**config.mk**
```make
export PLATFORM = sky130hd
export DESIGN_NAME = instr_fetch_unit_flat
export DESIGN_NICKNAME = d
export VERILOG_FILES = /design/src/rtl/instr_fetch_unit_pkg.sv /design/src/rtl/instr_fetch_unit_if.sv /design/src/rtl/ifu_predecode.sv /design/src/rtl/instr_fetch_unit.sv /design/src/flat_wrapper.sv
export SDC_FILE = /design/constraint.sdc
export NUM_CORES = 1
export LEC_CHECK = 0
export CAP_MARGIN = 20
export CORE_ASPECT_RATIO = 0.7
export CORE_MARGIN = 2
export CORE_UTILIZATION = 30
export DETAILED_ROUTE_END_ITERATION = 12
export GPL_ROUTABILITY_DRIVEN = 0
export RECOVER_POWER = 50
export SLEW_MARGIN = 20
export SYNTH_ARGS = -nofsm -noshare
export SYNTH_HDL_FRONTEND = slang
export SYNTH_SLANG_ARGS = --single-unit
```
**constraint.sdc**
```tcl
create_clock -name clk -period 5.7 [get_ports clk]
set_input_delay 0.57 -clock clk [delete_from_list [all_inputs] [get_ports clk]]
set_output_delay 0.57 -clock clk [all_outputs]
set_load 0.005 [all_outputs]
```
**src/rtl/instr_fetch_unit_pkg.sv**
```systemverilog
// Shared types and constants for the instruction fetch stage.
// Consumers import ifu_pkg::*.
package ifu_pkg;

  typedef logic [31:0] addr_t;

  localparam int        WORD_BYTES       = 4;
  localparam logic [5:0] OPC_JUMP        = 6'h04;
  localparam addr_t     DEFAULT_RESET_PC = 32'h0000_0000;

endpackage

```
**src/rtl/instr_fetch_unit_if.sv**
```systemverilog
// Fetch-stage bus: imem port, execute redirect and decode handshake.
// master = fetch unit, slave = surrounding pipeline / memory.
interface instr_fetch_unit_if;
  import ifu_pkg::*;

  addr_t       imem_pc;
  logic [31:0] imem_instr;
  logic        redirect_valid;
  addr_t       redirect_target;
  logic        if_valid;
  logic        if_ready;
  logic [31:0] if_instr;
  addr_t       if_pc;
  addr_t       if_pc_plus4;
  logic        misalign_err;

  modport master (
    output imem_pc,
    input  imem_instr,
    input  redirect_valid,
    input  redirect_target,
    output if_valid,
    input  if_ready,
    output if_instr,
    output if_pc,
    output if_pc_plus4,
    output misalign_err
  );

  modport slave (
    input  imem_pc,
    output imem_instr,
    output redirect_valid,
    output redirect_target,
    input  if_valid,
    output if_ready,
    input  if_instr,
    input  if_pc,
    input  if_pc_plus4,
    input  misalign_err
  );

endinterface

```
**src/rtl/ifu_predecode.sv**
```systemverilog
// Combinational predecode of the unconditional jump form
// (opcode OPC_JUMP with rs == rt == 0) and its word-scaled target.
module ifu_predecode
  import ifu_pkg::*;
(
  input  logic [31:0] instr,
  output logic        is_jump,
  output addr_t       jump_target
);

  assign is_jump = (instr[31:26] == OPC_JUMP)
                && (instr[25:21] == 5'd0)
                && (instr[20:16] == 5'd0);

  assign jump_target = {14'b0, instr[15:0], 2'b00};

endmodule

```
**src/rtl/instr_fetch_unit.sv**
```systemverilog
// Fetch stage: PC, async-read imem port, registered output to decode.
// Define IFU_EARLY_JUMP_EN to resolve unconditional jumps in fetch.
module instr_fetch_unit
  import ifu_pkg::*;
#(
  parameter addr_t RESET_PC = DEFAULT_RESET_PC
) (
  input logic clk,
  input logic rst,
  instr_fetch_unit_if.master bus
);

  addr_t       pc;
  addr_t       pc_plus4;
  addr_t       next_pc;
  logic        advance;
  logic        out_valid;
  logic [31:0] out_instr;
  addr_t       out_pc;
  addr_t       out_pc_plus4;
  logic        misalign;

  assign pc_plus4 = pc + addr_t'(WORD_BYTES);
  assign advance  = !out_valid || bus.if_ready;

`ifdef IFU_EARLY_JUMP_EN
  logic  is_jump;
  addr_t jump_target;

  ifu_predecode u_predecode (
    .instr       (bus.imem_instr),
    .is_jump     (is_jump),
    .jump_target (jump_target)
  );

  assign next_pc = is_jump ? jump_target : pc_plus4;
`else
  assign next_pc = pc_plus4;
`endif

  // Program counter: redirect beats sequential/jump advance, else hold.
  always_ff @(posedge clk or posedge rst) begin
    if (rst) begin
      pc <= RESET_PC;
    end else if (bus.redirect_valid) begin
      pc <= {bus.redirect_target[31:2], 2'b00};
    end else if (advance) begin
      pc <= next_pc;
    end
  end

  // Output register: flush on redirect, load on advance, hold on stall.
  always_ff @(posedge clk or posedge rst) begin
    if (rst) begin
      out_valid    <= 1'b0;
      out_instr    <= '0;
      out_pc       <= '0;
      out_pc_plus4 <= addr_t'(WORD_BYTES);
    end else if (bus.redirect_valid) begin
      out_valid    <= 1'b0;
    end else if (advance) begin
      out_valid    <= 1'b1;
      out_instr    <= bus.imem_instr;
      out_pc       <= pc;
      out_pc_plus4 <= pc_plus4;
    end
  end

  // Misalignment flag lives exactly one cycle after a redirect.
  always_ff @(posedge clk or posedge rst) begin
    if (rst) begin
      misalign <= 1'b0;
    end else begin
      misalign <= bus.redirect_valid && (|bus.redirect_target[1:0]);
    end
  end

  assign bus.imem_pc      = pc;
  assign bus.if_valid     = out_valid;
  assign bus.if_instr     = out_instr;
  assign bus.if_pc        = out_pc;
  assign bus.if_pc_plus4  = out_pc_plus4;
  assign bus.misalign_err = misalign;

endmodule

```
**src/flat_wrapper.sv**
```systemverilog
// flat-port wrapper written by rule: the top's interface ports become plain ports
module instr_fetch_unit_flat import ifu_pkg::*;
#(
  parameter addr_t RESET_PC = DEFAULT_RESET_PC
)
  (clk, rst, bus_imem_pc, bus_imem_instr, bus_redirect_valid, bus_redirect_target, bus_if_valid, bus_if_ready, bus_if_instr, bus_if_pc, bus_if_pc_plus4, bus_misalign_err);
  instr_fetch_unit_if bus_i ();
  input logic clk;
  input logic rst;
  output wire logic [$bits(bus_i.imem_pc)-1:0] bus_imem_pc;
  input wire logic [$bits(bus_i.imem_instr)-1:0] bus_imem_instr;
  input wire logic [$bits(bus_i.redirect_valid)-1:0] bus_redirect_valid;
  input wire logic [$bits(bus_i.redirect_target)-1:0] bus_redirect_target;
  output wire logic [$bits(bus_i.if_valid)-1:0] bus_if_valid;
  input wire logic [$bits(bus_i.if_ready)-1:0] bus_if_ready;
  output wire logic [$bits(bus_i.if_instr)-1:0] bus_if_instr;
  output wire logic [$bits(bus_i.if_pc)-1:0] bus_if_pc;
  output wire logic [$bits(bus_i.if_pc_plus4)-1:0] bus_if_pc_plus4;
  output wire logic [$bits(bus_i.misalign_err)-1:0] bus_misalign_err;
  assign bus_imem_pc = bus_i.imem_pc;
  assign bus_i.imem_instr = bus_imem_instr;
  assign bus_i.redirect_valid = bus_redirect_valid;
  assign bus_i.redirect_target = bus_redirect_target;
  assign bus_if_valid = bus_i.if_valid;
  assign bus_i.if_ready = bus_if_ready;
  assign bus_if_instr = bus_i.if_instr;
  assign bus_if_pc = bus_i.if_pc;
  assign bus_if_pc_plus4 = bus_i.if_pc_plus4;
  assign bus_misalign_err = bus_i.misalign_err;
  instr_fetch_unit #(.RESET_PC(RESET_PC)) u_core (.clk(clk), .rst(rst), .bus(bus_i));
endmodule
```
Yosys cells after proc, flatten, opt, wreduce, memory -nomap -nowiden
Cells that the tools add are included.
{ "op_classes": {"n_reduce_logical": 6, "n_addsub": 1, "bitwise": 1, "mux": 4} }
{ "ops": {"columns": ["operator", "n"], "rows": [
  ["2-to-1 mux 32 bit", 2],
  ["adder 32 x 3 -> 32 bit (second input constant)", 1],
  ["2-to-1 mux 1 bit", 2],
  ["AND reduction 2 bit", 1],
  ["nonzero test 2 bit", 1],
  ["OR reduction 2 bit", 1],
  ["logical AND 1 bit", 1],
  ["zero test 1 bit", 1],
  ["logical OR 1 bit", 1],
  ["NOT 1 bit", 1]
]} }
{ "word_totals": {"input_bits": 68, "wordCells": 18, "output_inout_bits": 130, "register_bits": 130} }

Depth between registers and ports, before layout
Gate-level depths: netlist of the first run.
{ "depth": {"ltp_word": 4, "mapped_depth": 8, "depth_no_buf": 5} }

Worst setup path after synthesis of the first run
OpenSTA, ideal clock, no wires.
{ "synth_path": {"path_type": "flip-flop to flip-flop", "from": "register u_core.pc[6] (netlist: u_core.bus.imem_pc[6])", "to": "register u_core.pc[28] (netlist: u_core.bus.imem_pc[28])", "synth_period_minus_slack_ns": 2.144, "slack_ns": 3.556, "n_path_buf": 4, "required_time_ns": 5.559, "path_stages_with_launch": 9, "arrival_ns": 2.003, "setup_time_ns": 0.141, "path_cell_list": "dfrtp_1 > buf_2 > nand4_2 > buf_6 > or4_4 > clkbuf_1 > clkbuf_1 > o31ai_1 > a31oi_1"} }
{ "synth_via": {"elab_chain_len": 3} }
{ "synth_lines": {"columns": ["item", "line", "source"], "rows": [
  ["from (decl)", "instr_fetch_unit.sv:13", "addr_t pc;"],
  ["from (signal assigned)", "instr_fetch_unit.sv:46", "pc <= {bus.redirect_target[31:2], 2'b00};"],
  ["from (signal assigned)", "instr_fetch_unit.sv:48", "pc <= next_pc;"],
  ["adder 32 x 3 -> 32 bit", "instr_fetch_unit.sv:23", "assign pc_plus4 = pc + addr_t'(WORD_BYTES);"],
  ["2-to-1 mux 32 bit", "instr_fetch_unit.sv:47", "end else if (advance) begin"],
  ["2-to-1 mux 32 bit", "instr_fetch_unit.sv:45", "end else if (bus.redirect_valid) begin"]
]} }
No other way between the ends. The select of a mux whose other input is x is not followed.
A chain may end at the register's enable or synchronous reset.

==> out/qor.txt, run 1 <==
Crit Path Max Fanout - 80
kind of critical path - input port to async pin
Root Buffer Master - clkbuf_16
Reg clk slew, reported paths - 0.06 ns
total CTS buffers - 17
number of buffers added on ports - 191
Max Slew Vio Count - 113
Iter 0 DRT Violations - 357
Vias - 5,201
dpl ws - 2.12 ns
pin count of the biggest net entering global routing - 81
Setup Skew - 0.00777 ns
Distinct cells, synth - 39
unrepaired setup endpoints after global routing - no
ANT nets after route - 0
count of final setup violators - 0
mapped cell area - 5770 um^2
dpl hpwl - 11,900 um
worst hold path type - register to register
first-pass GRT wire length - 28,500 um
most frequent cells in the layout - nand2_1 (230), dfrtp_1 (123), clkdlybuf4s50_1 (99), dlygate4sd3_1 (92), o21ai_0 (39)
Residual DRC - 0
Max VDD drop - 0.000158 V
crit end category - async pin
WL/cell - 16.5 um
hold buffer count at CTS - 0
Synth Instances - 657
Die Y-Extent - 120 um
pwr/cell area - 314 nW/um^2
Synth Area per Inst - 8.78 um^2
GRT overflow - 0
fin crit period - 3.50 ns
Post-CTS Setup Bufs - 0
Post-Route WL - 17,800 um
pin slew with the least headroom to its limit - 3.71 ns
Die W - 170 um
CP cell instances - dlygate4sd3_1, clkinvlp_2, buf_4
Final Hold Violating Endpoints - 0
relative slew slack - -1.49
Die ar. - 20,400 um^2
vias per inst - 4.83
share of cells above drive strength 1 - 0.0516
worst skew pair latency - 0.42 ns
Seq/Total Area, Yosys - 0.538
CTS tree - done
Final nets - 890
Post-synth EDFFs - 0
initial antenna violation count - 1
Crit-path slowest cell - clkinvlp_2
Static Leak - 3.62 nW
I/O pins - 198
fmax - 286 MHz
most common flop cell mapped by yosys - dfrtp_1
flops & latches, synth - 124
Async S/R FF share, synth - 1.00
status - finished, violations left
WP buf/inv - 3
CP top delay family - buffers and inverters
maximum clock insertion buffer count - 2
failing checks - max-capacitance violations, max-slew violations
Synth-to-Final Area Change - 45.1%
commonest non-fill, non-tap cell in the layout - nand2_1
Tcrit/Tclk final - 0.613
Initial Utilization - 0.306
drt pass-1 iters - 4
Post-CTS Resized - 0
total track usage - 0.182
Site Rows - 42
Synth Warn # - 0
clock sink count - 124
CP Data Arrival Time - 4.00 ns
H-tree depth - 4
Req. time, crit path - 6.20 ns
CP peak stage delay - 2.07 ns
kind of start point of the critical path - input port
vias in the first global route - 5,043
final setup margin - 2.20 ns
Core ar. - 18,900 um^2
max capacitance violation total - 2
TNS Setup - 0 ns
-- flip-flops by register name, summed over array words and instances, names as in the netlist --
name,cells
u_core.bus.if_instr,32
u_core.bus.misalign_err,1
u_core.bus.if_pc,30
u_core.bus.if_pc_plus4,30
u_core.bus.imem_pc,30
u_core.bus.if_valid,1
-- kinds of logic after synthesis --
kind of cell | Yosys count | share of synthesized area
other | 1 | 0.000650
adders and majority gates | 1 | 0.00217
xor gates and xnor gates | 25 | 0.0380
buffers and inverters | 60 | 0.0471
DFF | 124 | 0.538
AOI/OAI and AO/OA | 91 | 0.0963
and+or+nand+nor | 354 | 0.276
muxes | 1 | 0.00174
-- metal layers --
layer / global-route usage / share of wire / vias to the layer above
met4: 0.0481 / 0.013 / 0
met5: 0 / 0 / -
li1: - / - / 2544
met2: 0.250 / 0.41 / 188
met3: 0.0683 / 0.081 / 15
met1: 0.265 / 0.49 / 2454
-- area by class of cell --
class                   instances  area, um^2
fillers                      1895       10500
flip-flops and latches        124        3100
multi-input cells             478        2430
repair buffers                196        1950
clock buffers                  19         443
well taps                     242         303
clock inverters                13         125
inverters                       4        16.3
diodes                          1        2.50
-- per-stage QoR --
| step | util | area (um^2) | instances | hold WS (ns) | power [W] |
|---|---|---|---|---|---|
| CTS | 0.444 | 8370 | 1076 | 0.475 | 0.00270 |
| floorplan | - | 5790 | 662 | 0.470 | 0.00129 |
| global placement | 0.414 | 7800 | 1044 | 0.458 | 0.00163 |
| detailed placement | 0.414 | 7800 | 1044 | 0.461 | 0.00163 |
| finish | 0.444 | 8370 | 1077 | 0.466 | 0.00263 |
| global route | 0.443 | 8370 | 1076 | 0.482 | 0.00277 |
-- cells in the mapped netlist (3+ instances only) --
library cell	n	area, um^2
nand3_1	18	90.1
dfrtp_1	123	3080
buf_2	3	15.0
a31oi_1	24	150
and4_1	7	61.3
nor3_1	6	30.0
nor2_1	32	120
buf_4	7	52.6
a22oi_1	3	22.5
or4_1	23	173
nor2b_1	4	25.0
nor4_1	4	25.0
buf_1	4	15.0
o211ai_1	5	37.5
inv_1	4	15.0
xor2_1	10	87.6
o31ai_1	16	120
clkbuf_1	39	146
xnor2_1	15	131
nand4_1	10	62.6
o21ai_0	39	195
nand2_1	231	867
or3_1	9	56.3
-- worst paths after layout --
kind	from	to	slack [ns]	cells past startpoint
min reg2reg	u_core.bus.if_instr[5]$_DFFE_PP0P_	u_core.bus.if_instr[5]$_DFFE_PP0P_	0.47	2
min in group asynchronous	rst	u_core.bus.if_instr[2]$_DFFE_PP0P_	1.70	2
max	rst	u_core.bus.imem_pc[14]$_DFFE_PP0N_	2.20	3
max in group clk	bus_if_ready	u_core.bus.if_pc_plus4[31]$_DFFE_PP0P_	2.37	7
min	u_core.bus.if_instr[5]$_DFFE_PP0P_	u_core.bus.if_instr[5]$_DFFE_PP0P_	0.47	2
max reg2reg	u_core.bus.if_valid$_DFFE_PP0N_	u_core.bus.if_pc_plus4[31]$_DFFE_PP0P_	2.61	6
-- power breakdown --
| part | switching [W] | internal, W | leakage (nW) |
|---|---|---|---|
| Clock | 0.000403 | 0.000648 | 0.274 |
| Combinational | 0.000213 | 0.000267 | 1.86 |
| Sequential | 0.000102 | 0.000993 | 1.48 |
-- tightest hold or removal path, cell delays in order, from the launching register on --
cell and delay [ns]:
dfrtp_1 0.33, nand2_1 0.05, nand2_1 0.06
No activity file was read; power rests on OpenSTA's default activity.
==> run 2, diff against run 1 <==
==> constraint.sdc (replaced) <==
create_clock -name clk -period 3.5 [get_ports clk]
set_input_delay 0.35 -clock clk [delete_from_list [all_inputs] [get_ports clk]]
set_output_delay 0.35 -clock clk [all_outputs]
set_load 0.005 [all_outputs]
==> out/qor.txt, run 2 (same netlist as run 1, synthesis figures left out) <==
dpl hpwl - 12,000 um
status - finished, violations left
pin count of the biggest net entering global routing - 125
I/O pins - 198
WL/cell - 16.3 um
final instance count without filler cells - 1,083
vias per inst - 4.80
worst skew pair latency - 0.41 ns
fmax - 355 MHz
hold buffer count at CTS - 0
H-tree depth - 4
relative slew slack - -0.165
Initial Utilization - 0.306
GRT overflow - 0
Final Hold Violating Endpoints - 0
clock sink count - 124
pwr/cell area - 514 nW/um^2
Req. time, crit path - 3.83 ns
drt pass-1 iters - 4
Iter 0 DRT Violations - 381
antenna cell count - 0
CP Data Arrival Time - 3.15 ns
Synth-to-Final Area Change - 45.7%
Static Leak - 3.61 nW
maximum clock insertion buffer count - 2
CTS tree - done
initial antenna violation count - 0
most frequent cells in the layout - nand2_1 (231), clkdlybuf4s50_1 (142), dfrtp_1 (123), dlygate4sd3_1 (49), o21ai_0 (39)
Post-Route WL - 17,600 um
number of buffers added on ports - 191
Die W - 170 um
unrepaired setup endpoints after global routing - no
Vias - 5,203
Die ar. - 20,400 um^2
first-pass GRT wire length - 28,100 um
Max Slew Vio Count - 147
max capacitance violation total - 2
count of final setup violators - 0
Post-CTS Resized - 0
TNS Setup - 0 ns
total track usage - 0.180
Tcrit/Tclk final - 0.806
Die Y-Extent - 120 um
worst hold path type - input port to register
WHS - 0.460 ns
vias in the first global route - 5,053
Final nets - 897
Reg clk slew, reported paths - 0.06 ns
crit end category - register
Core ar. - 18,900 um^2
Residual DRC - 0
ANT nets after route - 0
Root Buffer Master - clkbuf_16
Inst Count DP - 1,051
fin crit period - 2.82 ns
pin slew with the least headroom to its limit - 1.75 ns
commonest non-fill, non-tap cell in the layout - nand2_1
total CTS buffers - 17
Crit-path slowest cell - nor2_1
CP cell instances - dlygate4sd3_1, buf_4, nor2_1, buf_4, nor2_1, a31oi_1
kind of critical path - input port to register
Max VDD drop - 0.000233 V
CP peak stage delay - 1.33 ns
Setup Skew - 0.00816 ns
Largest register FFs - 32
Site Rows - 42
Post-CTS Setup Bufs - 0
share of cells above drive strength 1 - 0.0440
kind of start point of the critical path - input port
failing checks - max-capacitance violations, max-slew violations
final core occ - 0.446
Crit Path Max Fanout - 29
[run 2: cell count changes in the layout (fill, tap and decap cells not counted), moves of 2 or more]
cell	previous run	this run
dlygate4sd3_1	92	49
clkinvlp_4	4	1
clkbuf_8	1	3
buf_4	4	7
clkdlybuf4s50_1	99	142
clkbuf_1	2	12
clkinv_2	7	1
[run 2: worst paths after layout]
check | start | to | slack [ns] | depth (start not counted)
setup / recovery | bus_redirect_valid | u_core.bus.if_pc_plus4[18]$_DFFE_PP0P_ | 0.68 | 6
hold reg to reg | u_core.bus.if_instr[21]$_DFFE_PP0P_ | u_core.bus.if_instr[21]$_DFFE_PP0P_ | 0.46 | 2
max in group asynchronous | rst | u_core.bus.imem_pc[16]$_DFFE_PP0N_ | 1.34 | 3
hold / removal | bus_imem_instr[0] | u_core.bus.if_instr[0]$_DFFE_PP0P_ | 0.46 | 3
setup reg to reg | u_core.bus.imem_pc[6]$_DFFE_PP0N_ | u_core.bus.imem_pc[21]$_DFFE_PP0N_ | 0.84 | 4
min in group asynchronous | rst | u_core.bus.if_instr[2]$_DFFE_PP0P_ | 1.07 | 3
[run 2: power breakdown]
part	total, W	internal [W]	switching (W)
Sequential	0.00178	0.00162	0.000161
Combinational	0.000822	0.000468	0.000354
Clock	0.00172	0.00111	0.000612
[run 2: area by class of cell]
class	instances	area, um^2
Sequential cell	124	3100
Clock inverter	3	65.1
Multi-Input combinational cell	478	2410
Clock buffer	29	500
Tap cell	242	303
Inverter	4	18.8
Timing Repair Buffer	203	2000
Fill cell	1865	10500
[run 2: worst max-delay path: cells and delay by family]
kind / cells / cell delay [ns]
AO/OA/AOI/OAI: 1 / 0.13
buffers and inverters: 3 / 1.26
AND/OR/NAND/NOR: 2 / 1.39
[run 2: through the flow]
| stage | setup slack (ns) | power, W | instance area, um^2 |
|---|---|---|---|
| 6_report | 0.681 | 0.00432 | 8410 |
| 5_1_grt | 0.456 | 0.00456 | 8410 |
| 4_1_cts | 0.871 | 0.00442 | 8450 |
| 3_5_place_dp | 0.890 | 0.00267 | 7880 |
| 3_3_place_gp | 0.925 | 0.00266 | 7880 |
| 2_1_floorplan | 1.36 | 0.00210 | 5790 |
[run 2: layer usage]
layer	vias up	global-route usage	wire, um
met5	-	0	5
met4	2	0.0540	188
met3	14	0.0590	1330
met2	167	0.252	7430
met1	2452	0.262	8680
li1	2568	-	-
==> run 3, diff against run 2 <==
==> constraint.sdc (replaced) <==
create_clock -name clk -period 2.79 [get_ports clk]
set_input_delay 0.279 -clock clk [delete_from_list [all_inputs] [get_ports clk]]
set_output_delay 0.279 -clock clk [all_outputs]
set_load 0.005 [all_outputs]
==> out/qor.txt, run 3 (same netlist as run 1, synthesis figures left out) <==
status - finished, violations left
failing checks - max-capacitance violations, max-slew violations
total CTS buffers - 17
most frequent cell on the critical path - or4_1
initial antenna violation count - 0
maximum clock insertion buffer count - 2
Crit-path slowest cell - or4_1
ANT nets after route - 0
Post-CTS Setup Bufs - 0
GRT met1 Usage - 0.267
met3 usage - 0.0604
count of final setup violators - 0
max capacitance violation total - 1
Site Rows - 42
worst hold path type - input port to register
number of buffers added on ports - 191
Final Hold Violating Endpoints - 0
kind of start point of the critical path - register
worst skew pair latency - 0.42 ns
share of cells above drive strength 1 - 0.0636
pin slew with the least headroom to its limit - 1.73 ns
worst r2r path cells - 4
CP peak stage delay - 0.81 ns
Die ar. - 20,400 um^2
hold buffer count at CTS - 0
unrepaired setup endpoints after global routing - no
switching pwr - 0.00145 W
Die W - 170 um
Crit. Startpoint - u_core.bus.imem_pc[4]$_DFFE_PP0N_
clock sink count - 124
fmax - 410 MHz
Die Y-Extent - 120 um
pin count of the biggest net entering global routing - 68
CP Data Arrival Time - 2.76 ns
Synth-to-Final Area Change - 47.8%
Tcrit/Tclk final - 0.874
Core ar. - 18,900 um^2
grt peak-use layer - met1
Sw Share - 0.262
commonest non-fill, non-tap cell in the layout - nand2_1
Critical Path End - u_core.bus.if_pc_plus4[25]$_DFFE_PP0P_
WL/cell - 16.6 um
final core occ - 0.452
Post-CTS Resized - 0
final setup margin - 0.353 ns
Static Leak - 3.69 nW
Final nets - 906
combinational share of power - 0.193
# fillers - 1,817
dpl ws - 0.379 ns
relative slew slack - -0.152
pwr/cell area - 650 nW/um^2
Inst Count DP - 1,060
Clk pwr share - 0.407
Reg clk slew, reported paths - 0.06 ns
vias per inst - 4.84
Root Buffer Master - clkbuf_16
Post-Route WL - 18,100 um
TNS Setup - 0 ns
RR Startpoint - u_core.bus.imem_pc[4]$_DFFE_PP0N_
Setup Skew - 0.0160 ns
Initial Utilization - 0.306
Max Slew Vio Count - 67
R2R Setup Slk - 0.35 ns
dpl hpwl - 12,500 um
antenna cell count - 0
Largest register FFs - 32
first-pass GRT wire length - 28,300 um
crit end category - register
CTS tree - done
vias in the first global route - 5,091
Residual DRC - 0
GRT overflow - 0
r2r endpoint - u_core.bus.if_pc_plus4[25]$_DFFE_PP0P_
most frequent cells in the layout - nand2_1 (230), clkdlybuf4s50_1 (134), dfrtp_1 (123), dlygate4sd3_1 (57), o21ai_0 (39)
H-tree depth - 4
fin crit period - 2.44 ns
Iter 0 DRT Violations - 292
Max VDD drop - 0.000361 V
I/O pins - 198
final instance count without filler cells - 1,091
drt pass-1 iters - 4
kind of critical path - register to register
M2 GR Usage - 0.250
total track usage - 0.180
Crit Path Max Fanout - 25
sequential fraction of design power - 0.400
CP cell instances - nand4_1, or4_1, or4_1, o211ai_1
Int Power - 0.00409 W
Req. time, crit path - 3.11 ns
Vias - 5,282
## run 3: changes by cell type in the layout (fill, tap and decap cells not counted), sizes merged
cell           delta
dlygate4sd3       +8
buf               +8
clkbuf            -5
clkinv            +4
bufinv            +1
clkdlybuf4s50     -8
## run 3: worst max-delay path: cells and delay by family (launching register included)
| family | cells | cell delay (ns) |
|---|---|---|
| AO/OA/AOI/OAI | 1 | 0.12 |
| AND/OR/NAND/NOR | 3 | 1.71 |
| flip-flops | 1 | 0.51 |
## run 3: layout make-up
class                   count  area (um^2)  share of cell area
well taps                 242          303              0.0355
multi-input cells         478         2430               0.285
flip-flops and latches    124         3100               0.364
clock inverters             8          115              0.0135
repair buffers            212         2080               0.244
inverters                   4         16.3             0.00191
clock buffers              23          478              0.0561
## run 3: worst min-delay path by stage
stage | start | end | slack [ns] | depth (start not counted)
after floorplan | bus_imem_instr[0] | u_core.bus.if_instr[0]$_DFFE_PP0P_ | 0.38 | 2
after global placement | u_core.bus.if_instr[13]$_DFFE_PP0P_ | u_core.bus.if_instr[13]$_DFFE_PP0P_ | 0.46 | 2
after detailed placement | u_core.bus.if_instr[19]$_DFFE_PP0P_ | u_core.bus.if_instr[19]$_DFFE_PP0P_ | 0.46 | 2
after CTS | rst | u_core.bus.if_pc_plus4[8]$_DFFE_PP0P_ | 0.35 | 3
after global routing | bus_imem_instr[29] | u_core.bus.if_instr[29]$_DFFE_PP0P_ | 0.40 | 3
final | bus_imem_instr[22] | u_core.bus.if_instr[22]$_DFFE_PP0P_ | 0.39 | 3
## run 3: per-layer routing
metal	vias to the layer above	wire, um
met5	-	0
met4	0	110
met3	8	1400
met2	187	7520
met1	2500	9020
li1	2587	-
## run 3: power groups by stage
stage               registers (W)  clock network (W)  logic (W)
floorplan                 0.00222                  0   0.000406
global placement          0.00224                  0    0.00113
detailed placement        0.00225                  0    0.00113
CTS                       0.00222            0.00231    0.00114
global route              0.00225            0.00238    0.00118
finish                    0.00221            0.00226    0.00107
## run 3: stage by stage
step	hold slack, ns	instance area, um^2	total power (W)
final	0.391	8520	0.00554
after global routing	0.396	8520	0.00582
after floorplan	0.384	5790	0.00263
after CTS	0.355	8580	0.00567
after global placement	0.458	7990	0.00337
after detailed placement	0.463	7990	0.00338
